### config.mk
export PLATFORM = sky130hd
export DESIGN_NAME = linebuf_ctrl_flat
export DESIGN_NICKNAME = d
export VERILOG_FILES = /design/src/rtl/linebuf_ctrl_if.sv /design/src/rtl/linebuf_ctrl.sv /design/src/flat_wrapper.sv
export SDC_FILE = /design/constraint.sdc
export NUM_CORES = 1
export LEC_CHECK = 0
export CAP_MARGIN = 15
export CORE_MARGIN = 1.5
export CORE_UTILIZATION = 46
export CTS_CLUSTER_SIZE = 30
export DETAILED_ROUTE_END_ITERATION = 16
export GPL_ROUTABILITY_DRIVEN = 0
export PLACE_DENSITY_LB_ADDON = 0.3
export SYNTH_ARGS = -nofsm -noshare
export SYNTH_HDL_FRONTEND = slang
export SYNTH_SLANG_ARGS = --single-unit
export TNS_END_PERCENT = 100
### constraint.sdc
create_clock -name clk -period 4.92 [get_ports clk]
set_clock_uncertainty 0.05 [all_clocks]
set_input_delay 0.984 -clock clk [delete_from_list [all_inputs] [get_ports clk]]
set_output_delay 0.984 -clock clk [all_outputs]
set_load 0.03 [all_outputs]
### src/rtl/linebuf_ctrl_if.sv
// Line RAM port bundle between linebuf_ctrl and a 1-bit line RAM.
// master: controller side (we/addrs/di out, dout in); slave: RAM side.
interface linebuf_ctrl_if #(
  parameter int AW = 11
);
  logic          ram_we;
  logic [AW-1:0] ram_waddr;
  logic [AW-1:0] ram_raddr;
  logic          ram_di;
  logic          ram_dout;

  modport master (
    output ram_we,
    output ram_waddr,
    output ram_raddr,
    output ram_di,
    input  ram_dout
  );

  modport slave (
    input  ram_we,
    input  ram_waddr,
    input  ram_raddr,
    input  ram_di,
    output ram_dout
  );
endinterface

### src/rtl/linebuf_ctrl.sv
// Binary line-buffer controller: pairs each pixel with the pixel above it.
// Ports: clk, rst_n (sync, active-low); in_* pixel stream; ram bus (master);
// out_* pixel pair stream with x/y/eol/eof; busy; frame_err.
module linebuf_ctrl #(
  parameter int IMG_W = 320,
  parameter int IMG_H = 240,
  parameter int AW    = 11
) (
  input  logic          clk,
  input  logic          rst_n,
  input  logic          in_valid,
  input  logic          in_sof,
  input  logic          in_pixel,
  linebuf_ctrl_if.master ram,
  output logic          out_valid,
  output logic          out_cur,
  output logic          out_up,
  output logic [AW-1:0] out_x,
  output logic [8:0]    out_y,
  output logic          out_eol,
  output logic          out_eof,
  output logic          busy,
  output logic          frame_err
);

  localparam logic [AW-1:0] XMAX = AW'(IMG_W - 1);
  localparam logic [8:0]    YMAX = 9'(IMG_H - 1);

  typedef enum logic {
    IDLE,
    ACTIVE
  } state_e;

  state_e        state_q, state_d;
  logic [AW-1:0] x_q, x_d;
  logic [8:0]    y_q, y_d;

  logic          out_valid_q, out_valid_d;
  logic          out_cur_q, out_cur_d;
  logic [AW-1:0] out_x_q, out_x_d;
  logic [8:0]    out_y_q, out_y_d;
  logic          out_eol_q, out_eol_d;
  logic          out_eof_q, out_eof_d;
  logic          frame_err_q, frame_err_d;

  logic          accept;
  logic          restart;
  logic          last;
  logic          at_xmax;
  logic          at_ymax;
  logic [AW-1:0] ax;
  logic [8:0]    ay;

  always_comb begin
    state_d     = state_q;
    x_d         = x_q;
    y_d         = y_q;
    out_valid_d = 1'b0;
    out_cur_d   = out_cur_q;
    out_x_d     = out_x_q;
    out_y_d     = out_y_q;
    out_eol_d   = 1'b0;
    out_eof_d   = 1'b0;
    frame_err_d = 1'b0;

    accept  = 1'b0;
    restart = 1'b0;
    // A sof pixel always lands at the origin, whatever the counters say.
    ax      = in_sof ? '0 : x_q;
    ay      = in_sof ? '0 : y_q;
    at_xmax = (ax == XMAX);
    at_ymax = (ay == YMAX);

    case (state_q)
      IDLE: begin
        accept = in_valid & in_sof;
      end
      ACTIVE: begin
        accept  = in_valid;
        restart = in_valid & in_sof;
      end
      default: begin
        accept = 1'b0;
      end
    endcase

    // A sof never closes a frame, even at the final position.
    last = accept & at_xmax & at_ymax & ~in_sof;

    if (accept) begin
      state_d = ACTIVE;
      if (at_xmax) begin
        x_d = '0;
        y_d = at_ymax ? 9'd0 : ay + 9'd1;
      end else begin
        x_d = ax + AW'(1);
        y_d = ay;
      end
      if (last) begin
        state_d = IDLE;
      end
      out_valid_d = 1'b1;
      out_cur_d   = in_pixel;
      out_x_d     = ax;
      out_y_d     = ay;
      out_eol_d   = at_xmax;
      out_eof_d   = last;
      frame_err_d = restart;
    end
  end

  always_ff @(posedge clk) begin
    if (!rst_n) begin
      state_q     <= IDLE;
      x_q         <= '0;
      y_q         <= '0;
      out_valid_q <= 1'b0;
      out_cur_q   <= 1'b0;
      out_x_q     <= '0;
      out_y_q     <= '0;
      out_eol_q   <= 1'b0;
      out_eof_q   <= 1'b0;
      frame_err_q <= 1'b0;
    end else begin
      state_q     <= state_d;
      x_q         <= x_d;
      y_q         <= y_d;
      out_valid_q <= out_valid_d;
      out_cur_q   <= out_cur_d;
      out_x_q     <= out_x_d;
      out_y_q     <= out_y_d;
      out_eol_q   <= out_eol_d;
      out_eof_q   <= out_eof_d;
      frame_err_q <= frame_err_d;
    end
  end

  // Read and write share one address: the RAM returns the old word
  // (previous line) while the new pixel overwrites it.
  assign ram.ram_we    = rst_n & accept;
  assign ram.ram_waddr = !rst_n ? '0 : (accept ? ax : x_q);
  assign ram.ram_raddr = !rst_n ? '0 : (accept ? ax : x_q);
  assign ram.ram_di    = rst_n & accept & in_pixel;

  // Row 0 has no line above; RAM there holds stale data.
  assign out_up    = (out_y_q != 9'd0) & ram.ram_dout;
  assign out_valid = out_valid_q;
  assign out_cur   = out_cur_q;
  assign out_x     = out_x_q;
  assign out_y     = out_y_q;
  assign out_eol   = out_eol_q;
  assign out_eof   = out_eof_q;
  assign frame_err = frame_err_q;
  assign busy      = (state_q == ACTIVE);

endmodule

### src/flat_wrapper.sv
// flat-port wrapper written by rule: the top's interface ports become plain ports
module linebuf_ctrl_flat 
#(
  parameter int IMG_W = 320,
  parameter int IMG_H = 240,
  parameter int AW    = 11
)
  (clk, rst_n, in_valid, in_sof, in_pixel, out_valid, out_cur, out_up, out_x, out_y, out_eol, out_eof, busy, frame_err, ram_ram_we, ram_ram_waddr, ram_ram_raddr, ram_ram_di, ram_ram_dout);
  linebuf_ctrl_if #(.AW(AW)) ram_i ();
  input  logic clk;
  input  logic rst_n;
  input  logic in_valid;
  input  logic in_sof;
  input  logic in_pixel;
  output logic out_valid;
  output logic out_cur;
  output logic out_up;
  output logic [AW-1:0] out_x;
  output logic [8:0] out_y;
  output logic out_eol;
  output logic out_eof;
  output logic busy;
  output logic frame_err;
  output wire logic [$bits(ram_i.ram_we)-1:0] ram_ram_we;
  output wire logic [$bits(ram_i.ram_waddr)-1:0] ram_ram_waddr;
  output wire logic [$bits(ram_i.ram_raddr)-1:0] ram_ram_raddr;
  output wire logic [$bits(ram_i.ram_di)-1:0] ram_ram_di;
  input wire logic [$bits(ram_i.ram_dout)-1:0] ram_ram_dout;
  assign ram_ram_we = ram_i.ram_we;
  assign ram_ram_waddr = ram_i.ram_waddr;
  assign ram_ram_raddr = ram_i.ram_raddr;
  assign ram_ram_di = ram_i.ram_di;
  assign ram_i.ram_dout = ram_ram_dout;
  linebuf_ctrl #(.IMG_W(IMG_W), .IMG_H(IMG_H), .AW(AW)) u_core (.clk(clk), .rst_n(rst_n), .in_valid(in_valid), .in_sof(in_sof), .in_pixel(in_pixel), .ram(ram_i), .out_valid(out_valid), .out_cur(out_cur), .out_up(out_up), .out_x(out_x), .out_y(out_y), .out_eol(out_eol), .out_eof(out_eof), .busy(busy), .frame_err(frame_err));
endmodule
# --- Word level (Yosys, flattened, before mapping) ---
# Cells that the tools add are included.
op_classes:
  add_sub_neg: 2
  eq_ne: 2
  muxes: 10
  bitwise: 9
  n_reduce_logical: 3
ops:
  columns: ["op", "n"]
  rows:
  - ["2-to-1 mux 11 bit", 4]
  - ["2-to-1 mux 9 bit", 3]
  - ["adder 11 x 1 -> 11 bit, second input constant", 1]
  - ["== test 11 x 9 -> 1 bit, second input constant", 1]
  - ["adder 9 x 1 -> 9 bit, second input constant", 1]
  - ["== test 9 x 8 -> 1 bit, second input constant", 1]
  - ["nonzero test 9 bit", 1]
  - ["bitwise AND 1 bit", 7]
  - ["AND reduction 3 bit", 1]
  - ["2-to-1 mux 1 bit", 2]
  - ["NOT 1 bit", 2]
  - ["case mux 1 bit (2 select lines)", 1]
  - ["AND reduction 2 bit", 1]
totals:
  register_bits: 46
  input_bits: 6
  out_inout_bits: 51
  elab_cells: 36

# --- Depth between registers and ports, before layout ---
# Gate-level depths: netlist of the first run.
depth:
  ltp_word: 6
  depth_mapped: 9
  mapped_depth_nobuf: 7

# --- Worst setup path after synthesis of the first run ---
# Ideal clock, no wire load.
synth_timing:
  kind: "in2out"
  startpoint: "in in_valid"
  endpoint: "out ram_ram_di"
  arrival_time_ps: 2210
  required_ps: 3886
  setup_slack_ps: 1676
  cell_stages: 5
  n_path_buf: 3
  cell_sequence: "clkbuf_1 > o21a_1 > clkbuf_1 > clkbuf_1 > and3_1"
synth_between:
  elab_chain_len: 4
synth_lines:
  columns: ["element", "line", "rtl"]
  rows:
  - ["start: declaration", "flat_wrapper.sv:12", "input logic in_valid;"]
  - ["bitwise AND 1 bit", "linebuf_ctrl.sv:76", "accept = in_valid & in_sof;"]
  - ["case mux 1 bit (2 select lines) (*)", "linebuf_ctrl.sv:74", "case (state_q)"]
  - ["bitwise AND 1 bit (*) (2 in series)", "linebuf_ctrl.sv:143", "assign ram.ram_di = rst_n & accept & in_pixel;"]
  - ["end: declaration", "flat_wrapper.sv:27", "output wire logic [$bits(ram_i.ram_di)-1:0] ram_ram_di;"]
# Mark *: on every way between the ends. The rest lies on a longest branch, timed or not.

# --- Final worst setup path of the first run ---
layout_timing:
  startpoint: "in in_sof"
  endpoint: "out ram_ram_waddr[6]"
layout_between:
  elab_chain_len: 4
  elab_cells_between_ends: 5
  cone_classes: "mux: 4; bitwise: 1"
layout_lines:
  columns: ["element", "line", "rtl"]
  rows:
  - ["start: declaration", "flat_wrapper.sv:13", "input logic in_sof;"]
  - ["bitwise AND 1 bit", "linebuf_ctrl.sv:76", null]
  - ["case mux 1 bit (2 select lines)", "linebuf_ctrl.sv:74", null]
  - ["2-to-1 mux 11 bit (*) (2 in series)", "linebuf_ctrl.sv:141", "assign ram.ram_waddr = !rst_n ? '0 : (accept ? ax : x_q);"]
  - ["end: declaration", "flat_wrapper.sv:25", "output wire logic [$bits(ram_i.ram_waddr)-1:0] ram_ram_waddr;"]
# Marks and branches as above.

==> run_results.csv, run 1 <==
group,metric,value,unit
run_status,outcome,"finished clean",
cts,cts_tree,"yes",
sta,relSlewSlack,55.0,%
sta,tightest_slew,0.673,ns
cts,cts_setup_buffers,0,
route,vias_per_cell,5.66,
pwr,p_switching,0.174,mW
cts,cts_resized,0,
die,dieHeight,74.5,um
die,die_w,74.5,um
synth,synth_ff_type,"dfxtp_1",
synth,syn_area,2350,um2
setup_path,r2r_cells,7,
sta,setup_tns,0,ns
setup_path,cp.required,3.89,ns
cts,clk-insertion-delay-late,0.30,ns
placed_design,port_buffers,56,
finish,stdcell_area,2950,um2
placed_design,dp_slack,0.692,ns
pwr,pwr-share-comb,8.3,%
setup_path,reg2reg_to,"u_core.y_q[7]$_SDFFE_PN0N_",
grt,met3_usage,4.34,%
worst_hold_path,holdCritPathClass,"flip-flop to flip-flop",
finish,layout-drive-gt1-share,7.06,%
pwr,seq_power_share,52.5,%
cts,htree_num_levels,2,
synth,async_flop_share,0,%
setup_path,path_max_fanout,18,
grt,grt_pass1_wl,9520,um
synth,ys_ff_latch,46,
synth,netlist_instances,290,
sta,setup_ws,0.706,ns
pwr,p_per_area,244,nW/um2
synth,synth_area_leader_cell,"dfxtp_1",
placed_design,post-dp-hpwl,4000,um
worst_hold_path,hold_depth,2,
finish,final_core_util,61.3,%
grt,antenna_found_initial,0,
sta,min_period,4.21,ns
route,drc_errors,0,
synth,yosys_warnings,0,
route,wl_per_cell,14.8,um
finish,fin_nets,333,
route,ant_nets,0,
die,io_pins,57,
setup_path,end_kind,"primary output",
die,rows,25,
sta,hold_viol,0,
synth,yosysMostFrequentCell,"dfxtp_1",
synth,synthTopCellsByArea,"dfxtp_1, a21oi_1, nand2_1",
cts,numCtsBuffers,5,
route,drtIter0Drc,127,
pwr,vdd_drop_max,0.151,mV
cts,clockBufferDepth,2,
setup_path,rrSetupSlack,2.46,ns
synth,synth_edf_count,0,
die,coreArea,4820,um2
cts,cts_root_buf,"clkbuf_8",
cts,path_clk_slew,0.09,ns
setup_path,crit_start,"in_sof",
pwr,clockPowerShare,39.2,%
run,max-cap-violations,0,
synth,syn-num-nets,298,
placed_design,dpl-instance-area,2840,um2
finish,antenna_cells,0,
synth,ys_seq_area_share,39.1,%
grt,grt_max_degree,23,
synth,synth_cell_types,51,
grt,use_met2,38.1,%
grt,grt_util_met1,28.7,%
finish,area_growth,25.5,%
grt,grt_pass1_vias,2001,
grt,busiest_layer,"met2",
setup_path,startpoint_type,"input port",
route,totalWireLength,5810,um
die,start_util,48.8,%
sta,rsz0062_at_grt,"no",
sta,fmax,237,MHz
finish,n_fill_cell,457,
sta,period_share,85.6,%
pwr,finalPower,0.720,mW
synth,synth_top_area_share,39.1,%
pwr,p_sw_share,24.1,%
pwr,p_leak,1.09,nW
cts,clkSinkCount,46,
route,dr.pass1.iters,4,
synth,avgSynthCellArea,8.11,um2
setup_path,r2r-start,"u_core.x_q[0]$_SDFFE_PN0N_",
sta,setup_viol_count_final,0,
sta,slew_violations,0,
setup_path,cp.arrival,3.18,ns
setup_path,criticalPathCategory,"input port to primary output",
cts,hold_buffers,0,
grt,gr-total-overflow,0,
grt,grt.total_usage,22.5,%
route,vias,2226,
setup_path,crit_end,"ram_ram_waddr[6]",
die,die_area,5550,um2
synth,ys_top_cells_by_count,"dfxtp_1, nand2_1, a21oi_1",
pwr,p_int,0.547,mW
worst max-delay path: stages:
cell	delay [ns]
clkdlybuf4s50_1	0.75
nand2_1	0.45
and3_2	0.39
clkdlybuf4s50_1	0.59
how the worst min path moves through the flow:
stage,endpoint,slack (ns),from
3_5_place_dp,u_core.out_cur$_SDFFE_PN0N_,0.40,u_core.out_cur$_SDFFE_PN0N_
5_1_grt,u_core.out_x[9]$_SDFFE_PN0N_,0.43,u_core.out_x[9]$_SDFFE_PN0N_
4_1_cts,u_core.out_cur$_SDFFE_PN0N_,0.41,u_core.out_cur$_SDFFE_PN0N_
3_3_place_gp,u_core.out_x[9]$_SDFFE_PN0N_,0.40,u_core.out_x[9]$_SDFFE_PN0N_
2_1_floorplan,u_core.x_q[1]$_SDFFE_PN0N_,0.41,u_core.x_q[1]$_SDFFE_PN0N_
6_report,u_core.out_cur$_SDFFE_PN0N_,0.41,u_core.out_cur$_SDFFE_PN0N_
sequential cells by signal (all words and copies together) (netlist names):
name and cells:
u_core.out_y 9, u_core.out_valid 1, u_core.frame_err 1, u_core.y_q 9, u_core.out_x 11, u_core.x_q 11, u_core.out_eol 1, u_core.out_eof 1
u_core.busy 1, u_core.out_cur 1
layout by cell type, fill, tap and decap left out, types with 2 or more instances in the layout:
| cell type | synthesis | final |
|---|---|---|
| o311a_1 | 2 | 2 |
| nand4b_1 | 3 | 3 |
| clkbuf_8 | 0 | 5 |
| a21oi_1 | 27 | 27 |
| inv_1 | 6 | 6 |
| o21ai_0 | 15 | 14 |
| nand2_1 | 34 | 34 |
| and3_1 | 18 | 18 |
| nand3_1 | 6 | 6 |
| ha_1 | 2 | 2 |
| clkdlybuf4s50_1 | 0 | 56 |
| a31oi_1 | 3 | 3 |
| buf_4 | 12 | 5 |
| nor2_1 | 23 | 23 |
| or3_1 | 2 | 2 |
| nor2b_1 | 4 | 4 |
| nor4_1 | 4 | 4 |
| nand4_1 | 3 | 3 |
| nand3b_1 | 10 | 10 |
| a22oi_1 | 10 | 10 |
| o21a_1 | 3 | 3 |
| dfxtp_1 | 46 | 46 |
| nor3_1 | 9 | 9 |
logic make-up (layout without fill, tap and decap cells):
group / count (synthesis) / count (layout) / synth area share, %
fa+ha+maj: 2 / 2 / 1.06
mux: 1 / 1 / 0.426
buf+inv: 40 / 76 / 9.47
flops: 46 / 46 / 39.1
simple gates: 129 / 129 / 30.9
compound gates: 72 / 72 / 19.0
power by group through the flow:
| stage | clock [mW] | sequential [mW] | combinational (mW) |
|---|---|---|---|
| global route | 0.301 | 0.379 | 0.0653 |
| floorplan | 0 | 0.389 | 0.0372 |
| global placement | 0 | 0.387 | 0.0590 |
| CTS | 0.287 | 0.378 | 0.0597 |
| finish | 0.282 | 0.378 | 0.0597 |
| detailed placement | 0 | 0.387 | 0.0594 |
layer usage:
layer	share of wire (%)	wire (um)
met1	44	2550
met2	49	2830
met3	6.0	348
met4	1.3	77
met5	0	0
final cells by class:
type,instances,area [um2],share of cell area [%]
Clock buffer,6,72.6,2.46
Clock inverter,2,37.5,1.27
Inverter,7,26.3,0.890
Multi-Input combinational cell,204,1210,41.1
Sequential cell,46,921,31.2
Tap cell,67,83.8,2.84
Timing Repair Buffer,61,598,20.3
metrics by stage:
stage	hold slack (ns)	instances
after floorplan	0.407	290
after global placement	0.397	385
after detailed placement	0.399	385
after CTS	0.412	393
after global routing	0.430	393
final	0.411	393
Note: power is estimated with default switching activity, not from simulation.
==> run 2: changes to the inputs <==
==> constraint.sdc (replaced) <==
create_clock -name clk -period 4.5 [get_ports clk]
set_clock_uncertainty 0.05 [all_clocks]
set_input_delay 0.9 -clock clk [delete_from_list [all_inputs] [get_ports clk]]
set_output_delay 0.9 -clock clk [all_outputs]
set_load 0.03 [all_outputs]
==> run 2 against run 1 <==
  * Clock power fell by 12%
  * Worst setup slack got worse by 0.11 ns
  * Flip-flop and latch count unchanged
  * Critical path depth is the same
  * Via count shrank 1.1%
  * Worst hold slack got worse by 0.0045 ns
  * Critical path type unchanged
==> run_results.csv, run 2 (synthesized netlist as in run 1, its figures left out) <==
group,metric,value,unit
run_status,outcome,"finished clean",
placed_design,port_buffers,56,
route,vias,2202,
pwr,p_leak,1.09,nW
pwr,vdd_drop_max,0.183,mV
sta,setup_viol_count_final,0,
finish,stdcell_count,394,
route,vias_per_cell,5.59,
worst_hold_path,min_to,"u_core.out_x[7]$_SDFFE_PN0N_",
finish,multi_input_area,1210,um2
grt,grt_pass1_wl,9370,um
cts,htree_num_levels,2,
route,drtIter0Drc,218,
die,start_util,48.8,%
grt,antenna_found_initial,0,
pwr,p_int,0.542,mW
finish,antenna_cells,0,
setup_path,reg2reg_to,"u_core.y_q[7]$_SDFFE_PN0N_",
placed_design,dp_slack,0.575,ns
route,ant_nets,0,
cts,cts_tree,"yes",
pwr,clockPowerShare,34.2,%
finish,area_growth,24.7,%
pwr,seq_power_share,56.8,%
finish,layout_commonest_cell,"clkdlybuf4s50_1",
setup_path,startpoint_type,"input port",
setup_path,r2r_cells,7,
worst_hold_path,hp-start,"u_core.out_x[7]$_SDFFE_PN0N_",
grt,grt_max_degree,31,
cts,clockBufferDepth,2,
die,io_pins,57,
die,rows,25,
grt,grt.total_usage,22.1,%
sta,min_period,3.91,ns
die,coreArea,4820,um2
placed_design,post-dp-hpwl,3970,um
placed_design,dp_cells,386,
setup_path,cp.required,3.55,ns
setup_path,end_kind,"primary output",
setup_path,path_max_fanout,18,
route,dr.pass1.iters,4,
cts,path_clk_slew,0.09,ns
sta,fmax,256,MHz
sta,tightest_slew,0.714,ns
sta,setup_tns,0,ns
cts,clkSinkCount,46,
finish,fin_nets,334,
pwr,p_sw_share,25.6,%
cts,hold_buffers,0,
route,drc_errors,0,
sta,relSlewSlack,51.9,%
setup_path,rrSetupSlack,2.06,ns
die,die_area,5550,um2
setup_path,cp.arrival,2.96,ns
sta,setup_ws,0.592,ns
cts,clk-insertion-delay-late,0.30,ns
finish,regArea,921,um2
worst_hold_path,hold_depth,2,
cts,numCtsBuffers,5,
sta,holdWs,0.407,ns
pwr,p_per_area,248,nW/um2
cts,cts_resized,0,
sta,period_share,86.8,%
grt,grt_pass1_vias,1994,
grt,gr-total-overflow,0,
route,totalWireLength,5730,um
route,wl_per_cell,14.5,um
finish,layout-drive-gt1-share,7.65,%
worst_hold_path,holdCritPathClass,"flip-flop to flip-flop",
die,die_w,74.5,um
die,dieHeight,74.5,um
run,max-cap-violations,0,
cts,cts_setup_buffers,0,
cts,cts_root_buf,"clkbuf_8",
finish,n_fill_cell,459,
setup_path,r2r-start,"u_core.x_q[0]$_SDFFE_PN0N_",
sta,rsz0062_at_grt,"no",
pwr,p_switching,0.187,mW
sta,slew_violations,0,
finish,layout_common_cells,"clkdlybuf4s50_1, dfxtp_1, nand2_1, a21oi_1, nor2_1",
setup_path,criticalPathCategory,"input port to primary output",
pwr,pwr-share-comb,9.0,%
sta,hold_viol,0,
-- run 2: cell types whose count changed in the layout (fill, tap and decap cells not counted) --
cell,previous run,this run
bufinv_16,1,0
buf_4,5,7
clkinv_4,0,1
clkinv_2,0,1
clkinvlp_4,1,0
clkdlybuf4s50_1,56,55
-- run 2: power groups by stage --
| stage | logic [mW] | clock network (mW) | registers (mW) |
|---|---|---|---|
| global placement | 0.0643 | 0 | 0.423 |
| global route | 0.0723 | 0.270 | 0.414 |
| detailed placement | 0.0654 | 0 | 0.423 |
| floorplan | 0.0407 | 0 | 0.426 |
| finish | 0.0653 | 0.249 | 0.414 |
| CTS | 0.0655 | 0.256 | 0.414 |
-- run 2: cell type report --
type	count	share of cell area (%)
tap	67	2.86
clock inverter	2	0.469
inverter	7	0.896
timing repair buffer	62	20.6
multi-input combinational	204	41.3
sequential	46	31.4
clock buffer	6	2.47
-- run 2: worst max-delay path, cell delays in order --
cell and delay [ns]:
clkdlybuf4s50_1 0.65, nand2_1 0.42, and3_2 0.39, clkdlybuf4s50_1 0.59
-- run 2: stage by stage --
step                area (um2)  util, %  total power, mW
detailed placement        2850     59.1            0.489
global route              2930     60.9            0.756
global placement          2850     59.1            0.488
floorplan                 2350        -            0.466
CTS                       2930     60.9            0.736
finish                    2930     60.9            0.729
-- run 2: worst max-delay path by stage --
| stage | startpoint | to | slack [ns] | cells after the start |
|---|---|---|---|---|
| 5_1_grt | in_valid | ram_ram_raddr[6] | 0.44 | 4 |
| 6_report | in_valid | ram_ram_raddr[6] | 0.59 | 4 |
| 2_1_floorplan | in_valid | ram_ram_di | 1.42 | 5 |
| 4_1_cts | in_valid | ram_ram_raddr[6] | 0.58 | 4 |
| 3_5_place_dp | in_valid | ram_ram_raddr[6] | 0.58 | 4 |
| 3_3_place_gp | in_valid | ram_ram_raddr[6] | 0.65 | 4 |
-- run 2: layer usage --
metal  wire (um)  vias up  track usage (%)
met3         258        7             4.07
met1        2610     1037             28.2
li1            -     1097                -
met5           0        -                0
met4          63        0             7.27
met2        2790       61             37.5
==> run 3: changes to the inputs <==
--- a/config.mk
+++ b/config.mk
@@ -7,7 +7,7 @@
 export LEC_CHECK = 0
 export CAP_MARGIN = 15
 export CORE_MARGIN = 1.5
-export CORE_UTILIZATION = 46
+export CORE_UTILIZATION = 45
 export CTS_CLUSTER_SIZE = 30
 export DETAILED_ROUTE_END_ITERATION = 16
 export GPL_ROUTABILITY_DRIVEN = 0
==> constraint.sdc (replaced) <==
create_clock -name clk -period 3.5 [get_ports clk]
set_clock_uncertainty 0.05 [all_clocks]
set_input_delay 0.7 -clock clk [delete_from_list [all_inputs] [get_ports clk]]
set_output_delay 0.7 -clock clk [all_outputs]
set_load 0.03 [all_outputs]
==> run 3 against run 2 <==
  * Final cell count increased by 2.3%
  * Critical path depth unchanged
  * Flip-flop and latch count unchanged
==> run_results.csv, run 3 (synthesized netlist as in run 1, its figures left out) <==
group,metric,value,unit
route,dr.pass1.iters,4,
sta,relSlewSlack,54.6,%
sta,min_period,3.35,ns
grt,gr-total-overflow,0,
finish,area_growth,26.9,%
sta,tightest_slew,0.681,ns
cts,path_clk_slew,0.09,ns
cts,clockBufferDepth,2,
setup_path,cp.arrival,2.60,ns
finish,layout_common_cells,"clkdlybuf4s50_1, dfxtp_1, nand2_1, a21oi_1, nor2_1",
route,wl_per_cell,15.0,um
sta,rsz0062_at_grt,"no",
pwr,vdd_drop_max,0.215,mV
setup_path,criticalPathCategory,"input port to primary output",
grt,antenna_found_initial,0,
sta,setup_viol_count_final,0,
grt,grt_pass1_vias,2097,
die,io_pins,57,
placed_design,post-dp-hpwl,4320,um
cts,cts_resized,0,
pwr,p_per_area,323,nW/um2
sta,slew_violations,0,
finish,stdcell_count,403,
grt,grt_max_degree,26,
finish,regArea,921,um2
die,dieHeight,75.3,um
cts,cts_root_buf,"clkbuf_8",
cts,numCtsBuffers,5,
setup_path,startpoint_type,"input port",
placed_design,dp_cells,395,
finish,layout_commonest_cell,"clkdlybuf4s50_1",
finish,n_fill_cell,497,
setup_path,crit_path_cell_trace,"clkdlybuf4s50_1 -> nand2_1 -> and3_2 -> clkdlybuf4s50_1",
cts,cts_tree,"yes",
route,drtIter0Drc,154,
cts,clkSinkCount,46,
die,die_w,75.3,um
finish,stdcell_area,2990,um2
finish,antenna_cells,0,
run_status,outcome,"finished clean",
die,rows,26,
sta,period_share,95.8,%
setup_path,cp_num_buf_inv,2,
route,vias,2255,
cts,hold_buffers,0,
sta,setup_ws,0.145,ns
route,drc_errors,0,
setup_path,crit_slowest_cell,"clkdlybuf4s50_1",
grt,grt.total_usage,23.1,%
run,max-cap-violations,0,
route,totalWireLength,6040,um
finish,layout-drive-gt1-share,9.91,%
sta,fmax,298,MHz
placed_design,dp_slack,0.142,ns
setup_path,slowest_delay,0.64,ns
placed_design,dpl-instance-area,2890,um2
worst_hold_path,holdCritPathClass,"flip-flop to flip-flop",
die,coreArea,5070,um2
cts,clk-insertion-delay-late,0.31,ns
setup_path,path_max_fanout,13,
cts,cts_setup_buffers,0,
setup_path,end_kind,"primary output",
sta,setup_tns,0,ns
finish,multi_input_area,1210,um2
pwr,p_leak,1.12,nW
route,vias_per_cell,5.60,
setup_path,cp.required,2.75,ns
sta,hold_viol,0,
grt,grt_pass1_wl,9940,um
die,start_util,46.4,%
finish,fin_nets,340,
cts,htree_num_levels,2,
setup_path,critPathTopFamily,"buffers and inverters",
route,ant_nets,0,
placed_design,port_buffers,56,
setup_path,crit_top_cell,"clkdlybuf4s50_1",
die,die_area,5670,um2
run 3: area by class of cell:
| cell class | count | area share [%] |
|---|---|---|
| multi-input cells | 204 | 40.6 |
| flip-flops and latches | 46 | 30.8 |
| repair buffers | 68 | 21.6 |
| well taps | 70 | 2.93 |
| clock buffers | 5 | 2.31 |
| inverters | 7 | 0.880 |
| clock inverters | 3 | 0.796 |
run 3: metrics by stage:
step	hold WS (ns)	total power [mW]	utilization, %
5_1_grt	0.435	1.00	58.8
3_3_place_gp	0.396	0.632	57.0
2_1_floorplan	0.407	0.600	-
6_report	0.412	0.965	58.8
4_1_cts	0.413	0.976	58.8
3_5_place_dp	0.400	0.634	57.0
run 3: final timing paths:
kind,start,to,slack [ns],depth (start not counted)
setup / recovery,in_sof,ram_ram_waddr[6],0.15,4
hold / removal,u_core.out_x[7]$_SDFFE_PN0N_,u_core.out_x[7]$_SDFFE_PN0N_,0.41,2
hold reg to reg,u_core.out_x[7]$_SDFFE_PN0N_,u_core.out_x[7]$_SDFFE_PN0N_,0.41,2
setup reg to reg,u_core.x_q[0]$_SDFFE_PN0N_,u_core.x_q[10]$_SDFFE_PN0N_,1.07,8
run 3: worst min-delay path: cells and delay by family, from the launching register on:
kind,cells,cell delay [ns]
AO/OA/AOI/OAI,1,0.05
flip-flops,1,0.32
AND/OR/NAND/NOR,1,0.05
run 3: routing by layer:
layer / vias to the layer above / global-route usage, % / share of wire [%] / wire length (um)
li1: 1101 / - / - / -
met1: 1055 / 27.7 / 42 / 2540
met2: 91 / 41.9 / 50 / 3040
met3: 8 / 4.50 / 6.7 / 405
met4: 0 / 6.75 / 1.0 / 61
met5: - / 0 / 0 / 0
run 3: report_power, final:
part           internal (mW)  leakage [nW]  switching [mW]  total (mW)
clock network          0.143        0.0408           0.200       0.343
logic                 0.0320         0.703          0.0574      0.0894
registers              0.528         0.371         0.00476       0.532
==> edit 1, RTL diff (settings of run 2) <==
Put a register stage on the outputs `out_up` and `busy`, cleared by the reset. The values now appear one clock later. The other outputs are not delayed to match.
--- a/src/rtl/linebuf_ctrl.sv
+++ b/src/rtl/linebuf_ctrl.sv
@@ -145,3 +145,2 @@
   // Row 0 has no line above; RAM there holds stale data.
-  assign out_up    = (out_y_q != 9'd0) & ram.ram_dout;
   assign out_valid = out_valid_q;
@@ -153,3 +152,11 @@
   assign frame_err = frame_err_q;
-  assign busy      = (state_q == ACTIVE);
+  always_ff @(posedge clk) begin
+    if (!rst_n) begin
+      out_up <= '0;
+      busy   <= '0;
+    end else begin
+      out_up <= (out_y_q != 9'd0) & ram.ram_dout;
+      busy   <= (state_q == ACTIVE);
+    end
+  end
 
Check against the original RTL: not equivalent (a bounded check fails within 4 cycles, from zero or initial values and one cycle with rst_n low).
==> edit 1 against run 2 <==
Clock power increased by 4%. Sequential cell count grew 2. Synthesized area down 4.1%. First-iteration DRC count fell by 28%. Routed wire length down 9.8%. Worst setup slack improved by 0.033 ns. Power rose by 2.8%. Design area decreased by 1.2%. Largest cell class unchanged.
==> edit 1: results (changes against run 2) <==
Outcome
  – Status: complete, no violations (unchanged)

Global routing
  – Vias in the first global route: 1759 (was 1994)
  – Global-route wire length before repair: 8500 um (was 9370 um)
  – Total GRT Usage: 0.206 (was 0.221)
  – Antenna violations before repair: 0 (unchanged)
  – Largest net degree at the start of global routing: 23 (was 31)

Logic synthesis
  – Number of distinct library cells after synthesis: 46 (was 51)
  – Sequential-to-total area share from yosys stat: 0.426 (was 0.391)
  – Synth cell count leaders: dfxtp_1, nand2_1, a22o_1, clkbuf_1, and3_1 (was dfxtp_1, nand2_1, a21oi_1, nor2_1, and3_1)
  – Average size of a mapped cell: 8.84 sq um (was 8.11 sq um)
  – Syn. warnings: 0 (unchanged)
  – Async set-or-reset flop fraction in the synthesized netlist: 0 (unchanged)
  – Synth Flop Type: dfxtp_1 (unchanged)
  – Synthesized net count: 263 (was 298)
  – Largest cells by area after synthesis: dfxtp_1, a22o_1, and3_1 (was dfxtp_1, a21oi_1, nand2_1)

Drt
  – Final wirelength: 5170 um (was 5730 um)
  – DRT Pass-1 Iters: 4 (unchanged)
  – Vias per inst: 5.60 (was 5.59)
  – Initial DRC Count: 158 (was 218)

Worst setup path
  – Worst Path Max Fanout: 11 (was 18)
  – Data arrival, critical path: 2.93 ns (was 2.96 ns)

Finish
  – Ant diodes: 0 (unchanged)
  – Fin cells: 367 (was 394)
  – Share of post-route cells with drive strength above 1: 0.0533 (was 0.0765)
  – # nets final: 307 (was 334)

Place
  – IO buf count: 56 (unchanged)
  – DP Cell Count: 359 (was 386)
  – Hpwl dp: 3690 um (was 3970 um)
  – DP Area: 2810 sq um (was 2850 sq um)
  – Pre-CTS setup slack: 0.649 ns (was 0.575 ns)

Clock network
  – Worst-path clk slew: 0.08 ns
  – Clk root buf: clkbuf_8 (unchanged)
  – Clk buf depth: 2 (unchanged)
  – Post-CTS setup buffer count: 0 (unchanged)
  – Num CTS Buffers: 5 (unchanged)
  – Clk Latency, worst-skew pair: 0.30 ns (about the same)
  – Post-cts resize count: 0 (unchanged)
  – H-tree Lvls: 2 (unchanged)

STA
  – Final Hold Viols: 0 (unchanged)
  – Worst slew pin tran: 0.579 ns (was 0.714 ns)
  – TNS Setup: 0 ns (unchanged)

Power
  – Static Leak: 1.03 nW (was 1.09 nW)
  – VDD IR max: 201 uV (was 183 uV)

Hold path
  – Hold crit path type: reg2reg (unchanged)
==> edit 1: logic make-up after synthesis <==
group / count (synthesis) / synth area share
compound gates: 65 / 0.211
xor+xnor: 4 / 0.0155
fa+ha+maj: 2 / 0.0111
buf+inv: 37 / 0.0832
flops: 48 / 0.426
mux: 2 / 0.00943
simple gates: 97 / 0.243
==> edit 1: layout make-up <==
| class | instances | area, sq um |
|---|---|---|
| Multi-Input combinational cell | 170 | 1110 |
| Timing Repair Buffer | 64 | 621 |
| Clock buffer | 8 | 90.1 |
| Tap cell | 67 | 83.8 |
| Inverter | 10 | 37.5 |
| Fill cell | 430 | 1820 |
| Sequential cell | 48 | 961 |
==> edit 1: power by group <==
part           total (mW)  leakage [nW]  internal [mW]  switching (mW)
sequential          0.433         0.388          0.428         0.00437
combinational      0.0587         0.598         0.0218          0.0369
clock               0.258        0.0455          0.125           0.132
total               0.749          1.03          0.576           0.173
==> edit 1: worst paths after layout <==
kind | cells past startpoint | slack (ns) | from | end
max | 6 | 0.62 | in_valid | ram_ram_we
min reg2reg | 2 | 0.41 | u_core.out_cur | u_core.out_cur
min | 2 | 0.41 | u_core.out_cur | u_core.out_cur
max reg2reg | 6 | 1.91 | u_core.x_q[0] | u_core.y_q[0]
==> edit 1: worst max-delay path, cell delays in order <==
cell             delay (ns)
clkdlybuf4s50_1        0.69
o21a_1                 0.37
nand2_1                0.09
buf_4                  0.17
inv_1                  0.05
clkdlybuf4s50_1        0.65
==> edit 1: routing by layer <==
| metal | vias up | wire length [um] | track usage |
|---|---|---|---|
| met2 | 73 | 2310 | 0.297 |
| met3 | 7 | 321 | 0.0373 |
| met1 | 959 | 2480 | 0.304 |
| met4 | 0 | 61 | 0.0776 |
| met5 | - | 0 | 0 |
| li1 | 1016 | - | - |
==> edit 2, RTL diff (flow settings as in run 2) <==
Made on the original files. `AW` is set to 11 in 3 places; all go to 12.
--- a/src/rtl/linebuf_ctrl_if.sv
+++ b/src/rtl/linebuf_ctrl_if.sv
@@ -3,3 +3,3 @@
 interface linebuf_ctrl_if #(
-  parameter int AW = 11
+  parameter int AW = 12
 );
--- a/src/rtl/linebuf_ctrl.sv
+++ b/src/rtl/linebuf_ctrl.sv
@@ -6,3 +6,3 @@
   parameter int IMG_H = 240,
-  parameter int AW    = 11
+  parameter int AW    = 12
 ) (
--- a/src/flat_wrapper.sv
+++ b/src/flat_wrapper.sv
@@ -5,3 +5,3 @@
   parameter int IMG_H = 240,
-  parameter int AW    = 11
+  parameter int AW    = 12
 )
Ports: changed (resized out_x, ram_ram_raddr and ram_ram_waddr); port bits go from 57 to 60. No check against the original RTL was run, so the function may have changed too.
==> edit 2 against run 2 <==
Synthesized area increased by 8.1%. Count of clock-buffer cells in the layout down 1. Design area grew 7.9%. Highest routed layer unchanged. Routed wire length increased by 4.5%. Largest cell class unchanged. Worst setup slack gained 0.20 ns. Critical endpoint is now ram_ram_waddr[0]. Sequential cell count is 2 higher. Power increased by 7.5%.
==> edit 2: results (changes against run 2) <==
Power
  – Static Leak: 1.17 nW (was 1.09 nW)
  – Switching pwr: 0.215 mW (was 0.187 mW)
  – VDD IR max: 163 uV (was 183 uV)

Place
  – IO buf count: 59 (was 56)
  – DP Cell Count: 412 (was 386)
  – DP Area: 3070 sq um (was 2850 sq um)
  – Pre-CTS setup slack: 0.767 ns (was 0.575 ns)
  – Hpwl dp: 4080 um (was 3970 um)

Logic synthesis
  – Largest cells by area after synthesis: dfxtp_1, nand2_1, nor2b_1 (was dfxtp_1, a21oi_1, nand2_1)
  – Synth Area in Adders: 0.00984 (was 0.0106)
  – Synth cell count leaders: dfxtp_1, nand2_1, nor2_1, a21oi_1, nor2b_1 (was dfxtp_1, nand2_1, a21oi_1, nor2_1, and3_1)
  – Post-Synth XOR/XNOR Area: 0.00344 (was 0)
  – Syn. warnings: 0 (unchanged)
  – Number of cells produced by synthesis: 311 (was 290)
  – Synthesized net count: 319 (was 298)
  – Async set-or-reset flop fraction in the synthesized netlist: 0 (unchanged)
  – Mux cell area share after synthesis: 0.0118 (was 0.00426)
  – Sequential-to-total area share from yosys stat: 0.378 (was 0.391)
  – Number of distinct library cells after synthesis: 52 (was 51)
  – Compound-gate portion of the synthesized area: 0.195 (was 0.190)

STA
  – Worst slew pin tran: 0.635 ns (was 0.714 ns)

Finish
  – Share of post-route cells with drive strength above 1: 0.0857 (was 0.0765)
  – # nets final: 357 (was 334)
  – Ant diodes: 0 (unchanged)
  – Fin cells: 420 (was 394)

Global routing
  – Antenna violations before repair: 0 (unchanged)
  – Largest net degree at the start of global routing: 38 (was 31)
  – Global-route wire length before repair: 10100 um (was 9370 um)
  – Total GRT Usage: 0.209 (was 0.221)
  – Vias in the first global route: 2065 (was 1994)

Outcome
  – Status: complete, no violations (unchanged)

Clock network
  – Num CTS Buffers: 5 (unchanged)
  – H-tree Lvls: 2 (unchanged)
  – Clk root buf: clkbuf_8 (unchanged)
  – Clk Latency, worst-skew pair: about 0.31 ns
  – Post-cts resize count: 0 (unchanged)
  – Post-CTS setup buffer count: 0 (unchanged)

Drt
  – Via count: 2297 (was 2202)
  – Initial DRC Count: 167 (was 218)
  – Final wirelength: 5980 um (was 5730 um)
  – DRT Pass-1 Iters: 4 (unchanged)

Worst setup path
  – Data arrival, critical path: 2.76 ns (was 2.96 ns)
  – Worst Path Max Fanout: 23 (was 18)

Hold path
  – Hold crit path type: reg2reg (unchanged)
## edit 2: cell types whose count changed after synthesis, moves of 7 or more
cell      change
a21oi_1       -7
buf_2         +9
clkbuf_1      -7
nor2b_1      +14
## edit 2: kinds of logic after synthesis
| group | Yosys count |
|---|---|
| fa+ha+maj | 2 |
| buf+inv | 40 |
| compound gates | 75 |
| xor+xnor | 1 |
| simple gates | 142 |
| mux | 3 |
| flops | 48 |
## edit 2: cell type report
| type | count | area (sq um) |
|---|---|---|
| clock buffer | 5 | 68.8 |
| fill | 486 | 2040 |
| inverter | 4 | 15.0 |
| sequential | 48 | 961 |
| tap | 70 | 87.6 |
| timing repair buffer | 67 | 646 |
| clock inverter | 3 | 23.8 |
| multi-input combinational | 223 | 1360 |
## edit 2: power groups by stage
| stage | clock network [mW] | registers, mW | logic [mW] |
|---|---|---|---|
| floorplan | 0 | 0.449 | 0.0495 |
| global placement | 0 | 0.446 | 0.0802 |
| detailed placement | 0 | 0.446 | 0.0809 |
| CTS | 0.272 | 0.436 | 0.0813 |
| global route | 0.290 | 0.437 | 0.0889 |
| finish | 0.267 | 0.436 | 0.0810 |
## edit 2: path summary, 6_finish.rpt
| kind | from | end | slack, ns | cells after the start |
|---|---|---|---|---|
| setup / recovery | rst_n | ram_ram_waddr[0] | 0.79 | 3 |
| hold / removal | u_core.out_x[9] | u_core.out_x[9] | 0.41 | 2 |
| setup reg to reg | u_core.x_q[0] | u_core.y_q[3] | 2.01 | 7 |
| hold reg to reg | u_core.out_x[9] | u_core.out_x[9] | 0.41 | 2 |
## edit 2: worst max-delay path, cell delays in order
cell	delay [ns]
clkdlybuf4s50_1	0.87
and3_1	0.28
clkdlybuf4s50_1	0.70
## edit 2: routing by layer
layer,up-vias,routed length [um],global-route usage
li1,1163,-,-
met1,1052,2980,0.311
met2,75,2600,0.299
met3,7,344,0.0459
met4,0,64,0.0618
met5,-,0,0
